`config.mk`:
```
export PLATFORM = sky130hd
export DESIGN_NAME = fifo_sync_param
export DESIGN_NICKNAME = d
export VERILOG_FILES = /design/src/rtl/fifo_sync_param.sv
export SDC_FILE = /design/constraint.sdc
export NUM_CORES = 1
export LEC_CHECK = 0
export ABC_AREA = 1
export CELL_PAD_IN_SITES_DETAIL_PLACEMENT = 1
export CELL_PAD_IN_SITES_GLOBAL_PLACEMENT = 1
export CORE_MARGIN = 2
export CORE_UTILIZATION = 40
export CTS_CLUSTER_SIZE = 20
export DETAILED_ROUTE_END_ITERATION = 10
export HOLD_SLACK_MARGIN = 0.02
export PLACE_DENSITY = 0.78
export SETUP_SLACK_MARGIN = 0.2
export SYNTH_ARGS = -nofsm -noshare
export SYNTH_HDL_FRONTEND = slang
export SYNTH_SLANG_ARGS = --single-unit
```
`constraint.sdc`:
```
create_clock -name clk -period 3.21 [get_ports clk]
set_clock_uncertainty 0.15 [all_clocks]
set_input_delay 0.642 -clock clk [delete_from_list [all_inputs] [get_ports clk]]
set_output_delay 0.642 -clock clk [all_outputs]
set_load 0.05 [all_outputs]
```
`src/rtl/fifo_sync_param.sv`:
```
// Synchronous single-clock FIFO with 2**ADDR_WIDTH usable entries, occupancy count,
// full/empty/almost flags and sticky overflow/underflow error flags.
// Build option: define FIFO_FWFT_EN for first-word-fall-through reads; otherwise reads
// are registered (DataOut/DOR update on the edge that accepts a pop).
// Legal configurations satisfy 0 <= AE_THRESH < AF_THRESH <= 2**ADDR_WIDTH.
module fifo_sync_param #(
  parameter int unsigned DATA_WIDTH = 8,
  parameter int unsigned ADDR_WIDTH = 4,
  parameter int unsigned AF_THRESH  = 14,
  parameter int unsigned AE_THRESH  = 2
) (
  input  logic                  clk,
  input  logic                  rst,
  input  logic                  EN,
  input  logic                  W_EN,
  input  logic                  R_EN,
  input  logic [DATA_WIDTH-1:0] DataIn,
  input  logic                  ErrClr,
  output logic [DATA_WIDTH-1:0] DataOut,
  output logic                  DIR,
  output logic                  DOR,
  output logic                  Full,
  output logic                  Empty,
  output logic                  AlmostFull,
  output logic                  AlmostEmpty,
  output logic [ADDR_WIDTH:0]   Count,
  output logic                  Overflow,
  output logic                  Underflow
);

  localparam int unsigned Depth = 2 ** ADDR_WIDTH;
  localparam int unsigned CntW  = ADDR_WIDTH + 1;

  localparam logic [CntW-1:0] DepthCnt = {1'b1, {ADDR_WIDTH{1'b0}}};
  localparam logic [CntW-1:0] AfThr    = AF_THRESH[CntW-1:0];
  localparam logic [CntW-1:0] AeThr    = AE_THRESH[CntW-1:0];

  logic [DATA_WIDTH-1:0] mem_q [Depth];

  logic [ADDR_WIDTH-1:0] w_ptr_q, w_ptr_d;
  logic [ADDR_WIDTH-1:0] r_ptr_q, r_ptr_d;
  logic [CntW-1:0]       count_q, count_d;
  logic                  ovf_q, ovf_d;
  logic                  unf_q, unf_d;

  logic full, empty;
  logic push_acc, pop_acc;
  logic ovf_set, unf_set;

  // Status flags decode the count register only; full/empty never look at pointers.
  always_comb begin
    full        = (count_q == DepthCnt);
    empty       = (count_q == '0);
    Full        = full;
    Empty       = empty;
    DIR         = ~full;
    AlmostFull  = (count_q >= AfThr);
    AlmostEmpty = (count_q <= AeThr);
    Count       = count_q;
    Overflow    = ovf_q;
    Underflow   = unf_q;
  end

  // Handshake decode; a push into a full FIFO is fine when a pop frees a slot on the same edge.
  always_comb begin
    pop_acc  = EN & R_EN & ~empty;
    push_acc = EN & W_EN & (~full | pop_acc);
    ovf_set  = EN & W_EN & full & ~pop_acc;
    unf_set  = EN & R_EN & empty;
  end

  // Next-state for pointers, occupancy and error flags; everything holds while EN is low.
  always_comb begin
    w_ptr_d = w_ptr_q;
    r_ptr_d = r_ptr_q;
    count_d = count_q;
    ovf_d   = ovf_q;
    unf_d   = unf_q;
    if (EN) begin
      if (push_acc) w_ptr_d = w_ptr_q + ADDR_WIDTH'(1);
      if (pop_acc)  r_ptr_d = r_ptr_q + ADDR_WIDTH'(1);
      if (push_acc && !pop_acc) begin
        count_d = count_q + CntW'(1);
      end else if (pop_acc && !push_acc) begin
        count_d = count_q - CntW'(1);
      end
      // Set has priority over a coincident clear.
      ovf_d = ovf_set | (ovf_q & ~ErrClr);
      unf_d = unf_set | (unf_q & ~ErrClr);
    end
  end

  // Control state registers with synchronous active-low reset.
  always_ff @(posedge clk) begin
    if (!rst) begin
      w_ptr_q <= '0;
      r_ptr_q <= '0;
      count_q <= '0;
      ovf_q   <= 1'b0;
      unf_q   <= 1'b0;
    end else begin
      w_ptr_q <= w_ptr_d;
      r_ptr_q <= r_ptr_d;
      count_q <= count_d;
      ovf_q   <= ovf_d;
      unf_q   <= unf_d;
    end
  end

  // Storage array; contents survive reset, only the pointers are cleared.
  always_ff @(posedge clk) begin
    if (rst && push_acc) begin
      mem_q[w_ptr_q] <= DataIn;
    end
  end

`ifdef FIFO_FWFT_EN
  // Head word is presented directly; it is meaningful only while DOR is high.
  always_comb begin
    DataOut = mem_q[r_ptr_q];
    DOR     = ~empty;
  end
`else
  logic [DATA_WIDTH-1:0] data_q, data_d;
  logic                  dor_q, dor_d;

  // Registered read: capture the head on an accepted pop, DOR pulses for one cycle.
  always_comb begin
    data_d = data_q;
    dor_d  = 1'b0;
    if (pop_acc) begin
      data_d = mem_q[r_ptr_q];
      dor_d  = 1'b1;
    end
  end

  // Read data registers.
  always_ff @(posedge clk) begin
    if (!rst) begin
      data_q <= '0;
      dor_q  <= 1'b0;
    end else begin
      data_q <= data_d;
      dor_q  <= dor_d;
    end
  end

  // Drive read outputs from the registers.
  always_comb begin
    DataOut = data_q;
    DOR     = dor_q;
  end
`endif

endmodule

```
==> metrics.md <==
| Metric | Value |
|---|---|
| Die Area | roughly 18000 sq um |
| Design Area, Final | 7950 sq um |
| Bufs and invs on worst path | 3 |
| CTS Hold Buffers Added | 0 |
| Area growth syn-to-layout | 18.2% |
| P_int | 0.00364 W |
| Critical Path Source Type | register |
| CTS tree | built |
| Final core utilization | 0.481 |
| Synthesized area per cell | ~10 sq um |
| Delay-heaviest family, CP | buffers and inverters |
| Iteration-0 DRC count of the detailed router | 411 |
| Final worst setup slack | 311 ps |
| Final Wtd Congestion | 0.849 |
| Largest stage delay on the critical path | 810 ps |
| Register bit total from synthesis | 152 |
| Unrepaired setup endpoints after global routing | no |
| Finished Layout Cells | between 900 and 1000 |
| Worst-Skew Late Latency | 420 ps |
| Worst Tran Pin Value | roughly 1200 ps |
| CTS Sinks | 152 |
| Clock share of power | 0.419 |
| Antenna-violating nets left | 0 |
| CP Data Required Time | between 2000 and 2500 ps |
| Dpl cells | a little over 900 |
| NetSw | approximately 0.0012 W |
| Die Ht | approximately 130 microns |
| IO Port Bufs | 34 |
| Via Count | roughly 4800 |
| Combinational share of power | 0.129 |
| All-layer global routing usage | 0.218 |
| Distinct cells, synth | 26 |
| Setup Buffers After CTS | 0 |
| Synth async-reset ratio | 0 |
| Critical path's most frequent cell | inv_1 |
| I/O Pins | 35 |
| Sequential-to-total area share from yosys stat | 0.643 |
| Layout fillers | 1815 |
| GRT Residual Overflow | 0 |
| CTS buffer count | 17 |
| Clock transition at path regs | 60 ps |
| Mapped Cells | 684 |
| Slew headroom | 0.167 |
| Ant diodes | 0 |
| Antenna violations before repair | 0 |
| Pin count of the biggest net entering global routing | 67 |
| Outcome | finished clean |
| MaxCap Viol Count | 0 |
| Core ar. | 16500 sq um |
| 1st-pass router iterations | 4 |
| Post-Place Setup Slack | -15.0 ps |
| Via density | ~5 |
| Peak supply drop | ~0.00036 V |
| Register share of total power | 0.452 |
| Detailed placement HPWL | 11700 microns |
| Overall routed net length | 18200 microns |
| Fin. Hold Viols | 0 |
| PwrDens | 612 nW/um^2 |
| Residual DRC | 0 |
| Std-Cell Rows | 47 |
| Clock root buffer master | clkbuf_16 |
| Setup Viol. Count Final | 0 |
| Switch share | 0.251 |
| Initial cell density of the core | 0.407 |
| First-pass GRT wire length | 28800 microns |
| Crit path arrival time | 2110 ps |
| Most used DFF post-synth | edfxtp_1 |
| Crit path max fanout | 5 |
| Final Hold Slack | roughly 330 ps |
| HP Class | register to register |
| Max Root-Sink Buffers | 2 |
| Critical-path top delay cell | clkdlybuf4s50_1 |
| Post-Synthesis Cell Area | between 6000 and 7000 sq um |
| Crit path time final | just under 3000 ps |
| Max Clock Freq | 345 MHz |
| Share of layout cells above drive strength 1 | 0.0832 |
| Kind of critical path | register to output pin |
| Vias in the first global route | between 5000 and 6000 |
| # H-tree levels | 4 |
| Routed WL per cell | 18.8 microns |
| Synth warnings | 0 |
| Post-DP Area | 7350 sq um |
| Final slew viol count | 0 |
| Final nets | 756 |
| Critical-path cell list | inv_1, nand4_2, inv_1, clkdlybuf4s50_1 |
| Syn Nets | around 700 |
| Die W | 134 microns |
| Post-synth EDFFs | 128 |
| Leak | around 3.3 nW |
| Final period utilization | 0.903 |
| Nature of the critical path endpoint | output pin |
routing by layer:
| layer | share of wire | up-vias | global-route usage |
|---|---|---|---|
| met1 | 0.43 | 2379 | 0.266 |
| met4 | 0.025 | 0 | 0.0922 |
| met3 | 0.041 | 34 | 0.0457 |
| li1 | - | 2321 | - |
| met5 | 0 | - | 0 |
| met2 | 0.51 | 109 | 0.374 |
path summary, 6_finish.rpt:
check                                      startpoint                    end  slack, ps  depth (start not counted)
worst min-delay path            Overflow$_SDFFE_PN0P_  Overflow$_SDFFE_PN0P_        330                          2
worst max register to register  Count[0]$_SDFFE_PN0P_  Count[4]$_SDFFE_PN0P_        560                         14
worst min register to register  Overflow$_SDFFE_PN0P_  Overflow$_SDFFE_PN0P_        330                          2
worst max-delay path            Count[0]$_SDFFE_PN0P_                  Empty        310                          4
power by group through the flow:
stage / clock (W) / sequential [W] / combinational, W
after floorplan: 0 / 0.00230 / 0.000347
after global placement: 0 / 0.00224 / 0.000592
after detailed placement: 0 / 0.00224 / 0.000624
after CTS: 0.00206 / 0.00220 / 0.000631
after global routing: 0.00216 / 0.00220 / 0.000684
final: 0.00204 / 0.00220 / 0.000626
cell families (layout without fill, tap and decap cells):
family,count (synthesis),count (layout),synth area share
buf+inv,123,184,0.0780
compound gates,29,29,0.0231
flops,152,152,0.643
fa+ha+maj,10,10,0.0197
simple gates,365,365,0.229
xor+xnor,5,5,0.00652
registers in the layout, indices dropped and copies added, names as in the netlist:
name and count:
DataOut 8, mem_q 128, Overflow 1, r_ptr_q 4, w_ptr_q 4, Underflow 1
Count 5, DOR 1
worst register-to-register path, stage by stage (launching register included):
cell and delay (ps):
dfxtp_1 470, inv_1 190, nand4_2 180, nor2_2 80, nor2_4 90, ha_1 200
inv_1 110, fa_1 430, a21oi_1 150, nor2_1 80, nor2_1 100, nand2_1 60
nand2_1 80, nand2_1 60, a21oi_1 140
synth_stat cells, types with 3 or more instances:
library cell  count  area [sq um]
ha_1              9           113
nand2_1         221           830
xor2_1            3          26.3
clkbuf_1          4          15.0
buf_4             7          52.6
o21ai_0          10          50.1
edfxtp_1        128          3840
nor2_1           39           146
buf_2            15          75.1
nand3_1          98           490
inv_1            90           338
dfxtp_1          24           480
a21oi_1          16          80.1
through the flow:
step	total power [W]	TNS, ps
detailed placement	0.00286	-15.0
global placement	0.00283	0
global route	0.00504	0
CTS	0.00489	0
floorplan	0.00265	0
finish	0.00487	0
what timing repair did:
| item | in CTS | in global routing |
|---|---|---|
| gates resized for setup | 0 | 1 |
| hold endpoints to repair | 0 | 0 |
| setup endpoints to repair | 0 | 1 |
cell usage in the layout (no fill, tap or decap):
cell type,n
dfxtp_1,23
inv_1,89
nand4_2,2
ha_1,9
clkinvlp_4,1
nor2_1,39
nor2_4,2
nand2_4,2
inv_4,1
clkdlybuf4s50_1,34
a21oi_1,16
xor2_1,3
inv_2,3
xnor2_1,2
clkinv_2,3
clkbuf_1,4
nor2_2,1
buf_4,23
bufinv_16,4
o21ai_2,1
edfxtp_1,128
nand2_1,221
dfxtp_2,1
fa_1,1
clkbuf_16,17
nand3_1,98
a2111oi_2,1
clkinv_1,5
o21bai_1,1
o21ai_0,10
area by class of cell:
type                            instances  area [sq um]  area share
Multi-Input combinational cell        409          1880       0.237
Tap cell                              220           275      0.0346
Sequential cell                       152          4330       0.544
Timing Repair Buffer                   57           513      0.0645
Clock buffer                           21           440      0.0554
Inverter                               95           359      0.0452
Clock inverter                         11           154      0.0194
No activity file was read; power rests on OpenSTA's default activity.
